File: config.mk
export PLATFORM = sky130hd
export DESIGN_NAME = complex_array_job_scheduler
export DESIGN_NICKNAME = d
export VERILOG_FILES = /design/src/rtl/complex_array_job_scheduler_pkg.sv /design/src/rtl/complex_array_job_scheduler_addsub_lane.sv /design/src/rtl/complex_array_job_scheduler.sv
export SDC_FILE = /design/constraint.sdc
export NUM_CORES = 1
export LEC_CHECK = 0
export BUFFER_PORTS_ARGS = -buffer_cell sky130_fd_sc_hd__buf_4
export CORE_MARGIN = 3
export CORE_UTILIZATION = 53
export CTS_CLUSTER_SIZE = 30
export DETAILED_ROUTE_END_ITERATION = 16
export PLACE_DENSITY = 0.79
export SETUP_SLACK_MARGIN = 0.02
export SLEW_MARGIN = 20
export SYNTH_ARGS = -nofsm -noshare
export SYNTH_HDL_FRONTEND = slang
export SYNTH_HIERARCHICAL = 1
export SYNTH_SLANG_ARGS = --single-unit
export TNS_END_PERCENT = 100
File: constraint.sdc
create_clock -name clk -period 2.25 [get_ports clk]
set_clock_uncertainty 0.1 [all_clocks]
set_input_delay 0.45 -clock clk [delete_from_list [all_inputs] [get_ports clk]]
set_output_delay 0.45 -clock clk [all_outputs]
set_load 0.005 [all_outputs]
File: src/rtl/complex_array_job_scheduler_pkg.sv
`default_nettype none
// ============================================================================
// Module   : complex_array_job_scheduler_pkg
// Purpose  : Shared op codes, FSM states and element-count helper.
// Revision : 1.0 - initial release
// ============================================================================
package complex_array_job_scheduler_pkg;

    localparam logic OP_ADD = 1'b0;
    localparam logic OP_SUB = 1'b1;

    localparam int DEFAULT_ROWS  = 2;
    localparam int DEFAULT_COLS  = 2;
    localparam int ELEMS         = DEFAULT_ROWS * DEFAULT_COLS;

    typedef enum logic [1:0] {
        ST_IDLE  = 2'd0,
        ST_ISSUE = 2'd1,
        ST_DRAIN = 2'd2,
        ST_DONE  = 2'd3
    } state_t;

    function automatic int elem_count(input int rows, input int cols);
        return rows * cols;
    endfunction

endpackage
`default_nettype wire

File: src/rtl/complex_array_job_scheduler_addsub_lane.sv
`default_nettype none
// ============================================================================
// Module   : complex_addsub_lane
// Purpose  : Two-stage complex add/sub datapath with pass-through tags.
// Revision : 1.0 - initial release
// ============================================================================
module complex_addsub_lane
    import complex_array_job_scheduler_pkg::*;
#(
    parameter int SIZE  = 16,
    parameter int IDX_W = 2
) (
    input  logic                 clk,
    input  logic                 rst_n,
    input  logic                 in_valid,
    input  logic [IDX_W-1:0]     in_addr,
    input  logic                 in_id,
    input  logic                 in_op,
    input  logic [SIZE-1:0]      a_data,
    input  logic [SIZE-1:0]      b_data,
    output logic                 out_valid,
    output logic [IDX_W-1:0]     out_addr,
    output logic                 out_id,
    output logic [3*SIZE-1:0]    out_data
);

    localparam int HALF  = SIZE / 2;
    localparam int RES_W = 3 * SIZE / 2;

    logic               r_s1_valid;
    logic [IDX_W-1:0]   r_s1_addr;
    logic               r_s1_id;
    logic               r_s1_op;
    logic [SIZE-1:0]    r_s1_a;
    logic [SIZE-1:0]    r_s1_b;

    logic [RES_W-1:0]   w_a_re, w_a_im, w_b_re, w_b_im;
    logic [RES_W-1:0]   w_re, w_im;

    always_ff @(posedge clk or negedge rst_n) begin
        if (!rst_n) begin
            r_s1_valid <= 1'b0;
            r_s1_addr  <= '0;
            r_s1_id    <= 1'b0;
            r_s1_op    <= OP_ADD;
            r_s1_a     <= '0;
            r_s1_b     <= '0;
        end else begin
            r_s1_valid <= in_valid;
            r_s1_addr  <= in_addr;
            r_s1_id    <= in_id;
            r_s1_op    <= in_op;
            r_s1_a     <= a_data;
            r_s1_b     <= b_data;
        end
    end

    // Halves are zero-extended, so subtraction wraps modulo 2**RES_W.
    always_comb begin
        w_a_re = RES_W'(r_s1_a[SIZE-1:HALF]);
        w_a_im = RES_W'(r_s1_a[HALF-1:0]);
        w_b_re = RES_W'(r_s1_b[SIZE-1:HALF]);
        w_b_im = RES_W'(r_s1_b[HALF-1:0]);
        if (r_s1_op == OP_SUB) begin
            w_re = w_a_re - w_b_re;
            w_im = w_a_im - w_b_im;
        end else begin
            w_re = w_a_re + w_b_re;
            w_im = w_a_im + w_b_im;
        end
    end

    always_ff @(posedge clk or negedge rst_n) begin
        if (!rst_n) begin
            out_valid <= 1'b0;
            out_addr  <= '0;
            out_id    <= 1'b0;
            out_data  <= '0;
        end else begin
            out_valid <= r_s1_valid;
            out_addr  <= r_s1_addr;
            out_id    <= r_s1_id;
            out_data  <= {w_re, w_im};
        end
    end

endmodule
`default_nettype wire

File: src/rtl/complex_array_job_scheduler.sv
`default_nettype none
// ============================================================================
// Module   : complex_array_job_scheduler
// Purpose  : Round-robin scheduler sharing one complex add/sub lane.
// Revision : 1.0 - initial release
// ============================================================================
module complex_array_job_scheduler
    import complex_array_job_scheduler_pkg::*;
#(
    parameter int ROWS  = 2,
    parameter int COLS  = 2,
    parameter int SIZE  = 16,
    parameter int IDX_W = 2
) (
    input  logic                 clk,
    input  logic                 rst_n,
    input  logic [1:0]           req,
    input  logic [1:0]           op_sel,
    output logic [1:0]           gnt,
    output logic [1:0]           done,
    output logic                 busy,
    output logic                 rd_en,
    output logic [IDX_W-1:0]     rd_addr,
    input  logic [SIZE-1:0]      a_data,
    input  logic [SIZE-1:0]      b_data,
    output logic                 wr_en,
    output logic [IDX_W-1:0]     wr_addr,
    output logic [3*SIZE-1:0]    wr_data,
    output logic                 wr_id
);

    localparam int                 JOB_ELEMS = elem_count(ROWS, COLS);
    localparam logic [IDX_W-1:0]   LAST_ADDR = IDX_W'(JOB_ELEMS - 1);

    state_t             r_state, w_state;
    logic               r_id, w_id;
    logic               r_op, w_op;
    logic               r_last, w_last;
    logic [1:0]         r_gnt, w_gnt;
    logic [1:0]         r_done, w_done;
    logic               r_busy, w_busy;
    logic               r_rd_en, w_rd_en;
    logic [IDX_W-1:0]   r_rd_addr, w_rd_addr;
    logic               r_drain, w_drain;
    logic               w_pick;

    // On a tie the requester not served last wins.
    assign w_pick = (req == 2'b11) ? ~r_last : req[1];

    always_comb begin
        w_state   = r_state;
        w_id      = r_id;
        w_op      = r_op;
        w_last    = r_last;
        w_gnt     = r_gnt;
        w_done    = 2'b00;
        w_rd_en   = 1'b0;
        w_rd_addr = r_rd_addr;
        w_drain   = r_drain;
        case (r_state)
            ST_IDLE: begin
                if (req != 2'b00) begin
                    w_state   = ST_ISSUE;
                    w_id      = w_pick;
                    w_op      = op_sel[w_pick];
                    w_last    = w_pick;
                    w_gnt     = w_pick ? 2'b10 : 2'b01;
                    w_rd_en   = 1'b1;
                    w_rd_addr = '0;
                end
            end
            ST_ISSUE: begin
                if (r_rd_addr == LAST_ADDR) begin
                    w_state   = ST_DRAIN;
                    w_rd_addr = '0;
                    w_drain   = 1'b0;
                end else begin
                    w_rd_en   = 1'b1;
                    w_rd_addr = r_rd_addr + IDX_W'(1);
                end
            end
            ST_DRAIN: begin
                // Two drain cycles cover the lane latency.
                if (r_drain) begin
                    w_state = ST_DONE;
                    w_gnt   = 2'b00;
                    w_done  = r_id ? 2'b10 : 2'b01;
                    w_drain = 1'b0;
                end else begin
                    w_drain = 1'b1;
                end
            end
            ST_DONE: begin
                w_state = ST_IDLE;
            end
            default: begin
                w_state = ST_IDLE;
                w_gnt   = 2'b00;
            end
        endcase
        w_busy = (w_state != ST_IDLE);
    end

    always_ff @(posedge clk or negedge rst_n) begin
        if (!rst_n) begin
            r_state   <= ST_IDLE;
            r_id      <= 1'b0;
            r_op      <= OP_ADD;
            r_last    <= 1'b1;
            r_gnt     <= 2'b00;
            r_done    <= 2'b00;
            r_busy    <= 1'b0;
            r_rd_en   <= 1'b0;
            r_rd_addr <= '0;
            r_drain   <= 1'b0;
        end else begin
            r_state   <= w_state;
            r_id      <= w_id;
            r_op      <= w_op;
            r_last    <= w_last;
            r_gnt     <= w_gnt;
            r_done    <= w_done;
            r_busy    <= w_busy;
            r_rd_en   <= w_rd_en;
            r_rd_addr <= w_rd_addr;
            r_drain   <= w_drain;
        end
    end

    assign gnt     = r_gnt;
    assign done    = r_done;
    assign busy    = r_busy;
    assign rd_en   = r_rd_en;
    assign rd_addr = r_rd_addr;

    complex_addsub_lane #(
        .SIZE  (SIZE),
        .IDX_W (IDX_W)
    ) u_lane (
        .clk       (clk),
        .rst_n     (rst_n),
        .in_valid  (r_rd_en),
        .in_addr   (r_rd_addr),
        .in_id     (r_id),
        .in_op     (r_op),
        .a_data    (a_data),
        .b_data    (b_data),
        .out_valid (wr_en),
        .out_addr  (wr_addr),
        .out_id    (wr_id),
        .out_data  (wr_data)
    );

endmodule
`default_nettype wire

==> impl_metrics.yaml, run 1 <==
worst_setup_path:
  cp-start-kind: "flop"
  crit_arrival_ps: 2270
  cp-end-kind: "flop"
  critical_path_class: "reg2reg"
  crit_required_ps: 2360
  worstPathMaxFanout: 2
placement:
  dpl-instance-area_mm2: 0.00430
  portBuffers: 97
  gp_routability_congestion: 0.823
  dpl.cell_count: 467
  dp_hpwl_um: 5200
pwr:
  p_int_uw: 3310
  combPwrFrac_pct: 36.2
  peakVddDrop_uv: 690
  p_sw_share_pct: 31.6
  power.net_switching_uw: 1530
  pwr-share-seq_pct: 40.9
  clock_power_share_pct: 22.9
  power_uw: 4840
  cellPowerDensity_mw_per_mm2: 1070
  power_leakage_uw: 0.00230
timing:
  rsz0062_at_grt: "yes"
  fmax_mhz: 463
  setup_tns_ps: 0
  hold_viol_final: 0
  tightest_slew_ps: 521
  setup_viol: 0
  max-slew-margin-rel_pct: 65.3
  min_period_over_period_pct: 96.0
  drv_slew: 0
  period_needed_ps: 2160
floorplanning:
  ioPinCount: 98
  die_h_um: 89.3
  die_w_um: 89.3
  core_area_mm2: 0.00653
  row_count: 29
  start_util_pct: 56.3
  dieArea_mm2: 0.00798
synthesis:
  syn_nets: 398
  yosys.cell_types.count: 56
  yosys.area.top_type: "dfrtp_1"
  synth.top_cells.by_area: "dfrtp_1 (50%), ha_1 (11%), buf_4 (5.7%)"
  synth_seq_cells: 75
  yosys.area_share.xor_xnor_pct: 2.86
  yosysSeqAreaShare_pct: 51.0
  syn_inst: 323
  synth_warnings: 6
  syn_area_per_cell_um2: 11.4
  async_flop_share_pct: 100
  synth_area_mm2: 0.00368
  yosysTopAreaCellShare_pct: 50.3
  synth-simple-area-share_pct: 7.28
  synth_edf_count: 0
  synth_ff_type: "dfrtp_1"
  synth_compound_area_share_pct: 14.0
  synth_mux_area_share_pct: 1.53
  synth_top_family_by_area: "compound AO/OA/AOI/OAI gates"
  synthAdderAreaFrac_pct: 13.4
clock_network:
  cts_buffer_depth: 2
  cts_buffers: 9
  cts_tree: "built"
  htree_levels: 3
  clk_pin_slew_ps: 90
  worstSkewPairLatency_ps: 350
  clock_sinks: 75
  cts_root_buf: "clkbuf_8"
detailed_routing:
  vias_per_cell: 5.19
  drtPass1Iterations: 5
  drt_iter0_markers: 173
  drc: 0
  wl_per_cell_um: 14.2
  vias: 2515
  totalWireLength_um: 6890
  ant_nets: 0
flow_run:
  maxCapViolations: 0
grt:
  antenna_found_initial: 0
  grt_pass1_wl_um: 11300
  grt_usage_pct: 18.8
  grt_max_degree: 44
  overflow: 0
  grt_pass1_vias: 2485
hold_path:
  hp-class: "in2reg"
finish:
  final_cell_count_no_fill: 485
  areaGrowthSynthToFinish_pct: 23.4
  fin_util_pct: 69.5
  postLayoutCellArea_mm2: 0.00454
  fillers: 494
  nets: 478
  drive_gt1_share_pct: 33.1
  n_antenna_cell: 0
outcome:
  status: "complete, no violations"
-- synth_stat cells (2+ instances only) --
cell type,instances
inv_2,2
a21o_1,5
nand2_1,6
ha_1,33
o211ai_1,4
a21oi_2,2
a221oi_1,2
nor3_1,7
a21oi_1,16
o31ai_1,4
buf_2,2
nand3_1,2
xnor2_1,7
a211o_1,2
a31o_2,2
o21a_1,2
inv_1,32
xor2_1,5
nor2b_1,4
o41ai_1,2
fa_1,4
mux2i_1,3
nor2_1,18
nand2b_1,8
o21ai_0,18
dfrtp_1,74
buf_4,28
-- state kept, by name, indices dropped and copies added (netlist names) --
name               cells
done                   2
u_lane/out_addr        2
u_lane/r_s1_op         1
r_op                   1
busy                   1
u_lane/out_data       20
u_lane/r_s1_id         1
u_lane/r_s1_valid      1
u_lane/r_s1_a         16
u_lane/out_valid       1
u_lane/r_s1_b         16
rd_addr                2
r_id                   1
r_drain                1
u_lane/out_id          1
r_last                 1
rd_en                  1
gnt                    2
r_state                2
u_lane/r_s1_addr       2
-- kinds of logic (layout without fill, tap and decap cells) --
| kind of cell | count (synthesis) | in the layout |
|---|---|---|
| compound gates | 75 | 75 |
| buf+inv | 66 | 151 |
| simple gates | 53 | 53 |
| mux | 5 | 5 |
| fa+ha+maj | 37 | 37 |
| xor+xnor | 12 | 12 |
| flops | 75 | 75 |
-- power groups by stage --
stage | sequential (µW) | clock (µW) | combinational [µW]
detailed placement | 2010 | 0 | 1750
finish | 1980 | 1110 | 1750
CTS | 1990 | 1130 | 1760
floorplan | 1980 | 0 | 1120
global route | 2040 | 1210 | 1970
global placement | 2000 | 0 | 1690
-- repair_timing --
| item | CTS | global route |
|---|---|---|
| hold buffers | 1 | 0 |
| hold endpoints to repair | 41 | 0 |
| setup endpoints to repair | 1 | 1 |
| setup buffers | 0 | 1 |
| pin swaps | 0 | 4 |
| resized for setup | 1 | 2 |
-- path summary, 6_finish.rpt --
path,start,end,slack (ps),depth (start not counted)
worst max-delay path,u_lane/r_s1_a[8],u_lane/out_data[32],90,8
worst min-delay path,a_data[1],u_lane/r_s1_a[1],100,1
worst max register to register,u_lane/r_s1_a[8],u_lane/out_data[32],90,8
worst min register to register,u_lane/r_s1_id,u_lane/out_id,250,0
max in group asynchronous,rst_n,u_lane/out_data[32],970,3
min in group asynchronous,rst_n,u_lane/r_s1_a[9],510,2
-- layout make-up --
type | instances | area [µm²] | area share, %
Clock buffer | 11 | 151 | 3.33
Clock inverter | 5 | 65.1 | 1.43
Inverter | 34 | 128 | 2.81
Multi-Input combinational cell | 182 | 1450 | 31.9
Sequential cell | 75 | 1880 | 41.3
Tap cell | 77 | 96.3 | 2.12
Timing Repair Buffer | 101 | 773 | 17.0
-- worst max-delay path, cell delays in order, from the launching register on --
cell	delay [ps]
dfrtp_1	370
inv_1	50
ha_2	200
fa_2	400
nand2b_4	160
a21oi_2	130
o21ai_1	70
a21o_1	190
or3b_1	350
-- placed cells by master, fill, tap and decap left out, types with 2 or more instances in the layout --
cell type and count:
xnor2_1 7, mux2i_1 3, o211ai_1 4, nor2_1 18
inv_2 2, ha_1 32, a31o_2 2, fa_1 3
o41ai_1 2, nand2b_1 7, xor2_1 5, buf_4 99
nand2_1 6, inv_6 3, o21ai_0 18, clkbuf_8 11
dfrtp_1 74, a21oi_2 2, a21oi_1 16, nor2b_1 4
a21o_1 5, nor3_1 7, inv_1 32, a211o_1 2
a221oi_1 2, o21a_1 2, o31ai_1 4, nand3_1 2
-- stage by stage --
| stage | hold WS (ps) | worst slack (ps) |
|---|---|---|
| 2_1_floorplan | 54.4 | 205 |
| 3_3_place_gp | 235 | 109 |
| 3_5_place_dp | 235 | 51.2 |
| 4_1_cts | 82.3 | 32.0 |
| 5_1_grt | 64.8 | 4.84 |
| 6_report | 96.4 | 90.2 |
-- routing by layer --
metal  part of all wire (%)  routed length, µm  up-vias  track usage [%]
li1                       -                  -     1222                -
met1                     44               3010     1176             23.7
met2                     44               3050      106             28.3
met3                     10                705       11             9.03
met4                    1.7                120        0             6.63
met5                      0                  0        -                0
(Power assumes the default switching activity.)
==> run 2: changes to the inputs <==
==> constraint.sdc (replaced) <==
create_clock -name clk -period 2.25 [get_ports clk]
set_clock_uncertainty 0.1 [all_clocks]
set_input_delay 0.1125 -clock clk [delete_from_list [all_inputs] [get_ports clk]]
set_output_delay 0.1125 -clock clk [all_outputs]
set_load 0.005 [all_outputs]
==> impl_metrics.yaml, run 2 (synthesized netlist as in run 1, its figures left out) <==
clock_network:
  cts_tree: "built"
  clock_sinks: 75
  htree_levels: 3
  worstSkewPairLatency_ps: 360
  clk_pin_slew_ps: 90
  cts_buffer_depth: 2
  cts_root_buf: "clkbuf_8"
  cts_buffers: 9
floorplanning:
  start_util_pct: 56.3
  dieArea_mm2: 0.00798
  row_count: 29
  die_h_um: 89.3
  die_w_um: 89.3
  core_area_mm2: 0.00653
  ioPinCount: 98
detailed_routing:
  ant_nets: 0
  drc: 0
  vias: 2663
  vias_per_cell: 5.11
  wl_per_cell_um: 14.4
  drtPass1Iterations: 4
  drt_iter0_markers: 163
  totalWireLength_um: 7500
pwr:
  p_sw_share_pct: 32.5
  clock_power_share_pct: 21.9
  p_int_uw: 3310
  peakVddDrop_uv: 887
  power.net_switching_uw: 1590
  cellPowerDensity_mw_per_mm2: 1000
  pwr-share-seq_pct: 40.8
  combPwrFrac_pct: 37.3
  power_uw: 4900
  power_leakage_uw: 0.00244
finish:
  drive_gt1_share_pct: 30.6
  top_regs: "u_lane/out_data (20), u_lane/r_s1_a (16), u_lane/r_s1_b (16)"
  regMostFlops: "u_lane/out_data"
  final_common_cell: "buf_4"
  nets: 514
  largest_reg_flops: 20
  n_antenna_cell: 0
  areaGrowthSynthToFinish_pct: 32.7
  layout_common_cells: "buf_4 (100), dfrtp_1 (74), dlygate4sd3_1 (37)"
timing:
  setup_viol: 0
  setup_ws_ps: 89.7
  rsz0062_at_grt: "no"
  fin_hold_ws_ps: 38.1
  period_needed_ps: 2160
  hold_viol_final: 0
  max-slew-margin-rel_pct: 41.3
  min_period_over_period_pct: 96.0
  tightest_slew_ps: 880
  drv_slew: 0
  fmax_mhz: 463
  setup_tns_ps: 0
placement:
  gp_routability_congestion: 0.845
  portBuffers: 97
  pre_cts_ws_ps: 51.0
  dp_hpwl_um: 4970
worst_setup_path:
  critical_path_class: "reg2reg"
  cp-start-kind: "flop"
  crit_required_ps: 2380
  reg2reg_depth: 8
  crit_arrival_ps: 2290
  worstPathMaxFanout: 2
  cp-end-kind: "flop"
outcome:
  status: "complete, no violations"
grt:
  grt_pass1_wl_um: 12200
  grt_pass1_vias: 2564
  grt_max_degree: 76
  antenna_found_initial: 0
  grt_usage_pct: 20.4
  overflow: 0
hold_path:
  whs_path_depth: 3
  hp-class: "in2reg"
flow_run:
  maxCapViolations: 0
## run 2: worst paths after layout
check | startpoint | to | slack [ps]
max in group asynchronous | rst_n | u_lane/out_data[28] | 1170
setup reg to reg | u_lane/r_s1_a[8] | u_lane/out_data[32] | 90
hold reg to reg | u_lane/r_s1_id | u_lane/out_id | 260
hold / removal | req[1] | rd_en | 40
setup / recovery | u_lane/r_s1_a[8] | u_lane/out_data[32] | 90
min in group asynchronous | rst_n | gnt[0] | 310
## run 2: what timing repair did
item,4_1_cts,5_1_grt
endpoints found under the setup margin,1,1
hold buffers,37,0
gates resized for setup,1,3
buffers inserted,0,2
hold endpoints to repair,108,0
pin swaps,0,5
## run 2: power by group through the flow
stage / clock (µW) / combinational (µW) / sequential (µW)
6_report: 1080 / 1830 / 2000
5_1_grt: 1160 / 2040 / 2050
4_1_cts: 1100 / 1810 / 1990
3_5_place_dp: 0 / 1730 / 2020
3_3_place_gp: 0 / 1680 / 2010
2_1_floorplan: 0 / 1120 / 1980
## run 2: stage by stage
step                instance area (µm²)  instances  util, %
floorplan                          3680        323        -
global placement                   4280        466     65.5
detailed placement                 4280        466     65.5
CTS                                4850        519     74.3
global route                       4880        521     74.8
finish                             4880        521     74.8
## run 2: final cells by class
| class | instances | area (µm²) |
|---|---|---|
| Sequential cell | 75 | 1880 |
| Multi-Input combinational cell | 182 | 1450 |
| Clock inverter | 7 | 81.3 |
| Clock buffer | 9 | 124 |
| Fill cell | 441 | 1650 |
| Inverter | 34 | 128 |
| Tap cell | 77 | 96.3 |
| Timing Repair Buffer | 137 | 1120 |
## run 2: critical path, cell delays in order (launching register included)
cell	delay [ps]
dfrtp_1	360
inv_1	50
ha_2	200
fa_2	400
nand2b_4	160
a21oi_2	140
o21ai_1	90
a21o_1	200
or3b_1	340
## run 2: metal layers
metal / track usage, % / wire [µm] / vias up
met5: 0 / 0 / -
met1: 25.9 / 3140 / 1239
met3: 7.56 / 627 / 18
li1: - / - / 1299
met2: 32.3 / 3560 / 107
met4: 7.31 / 176 / 0
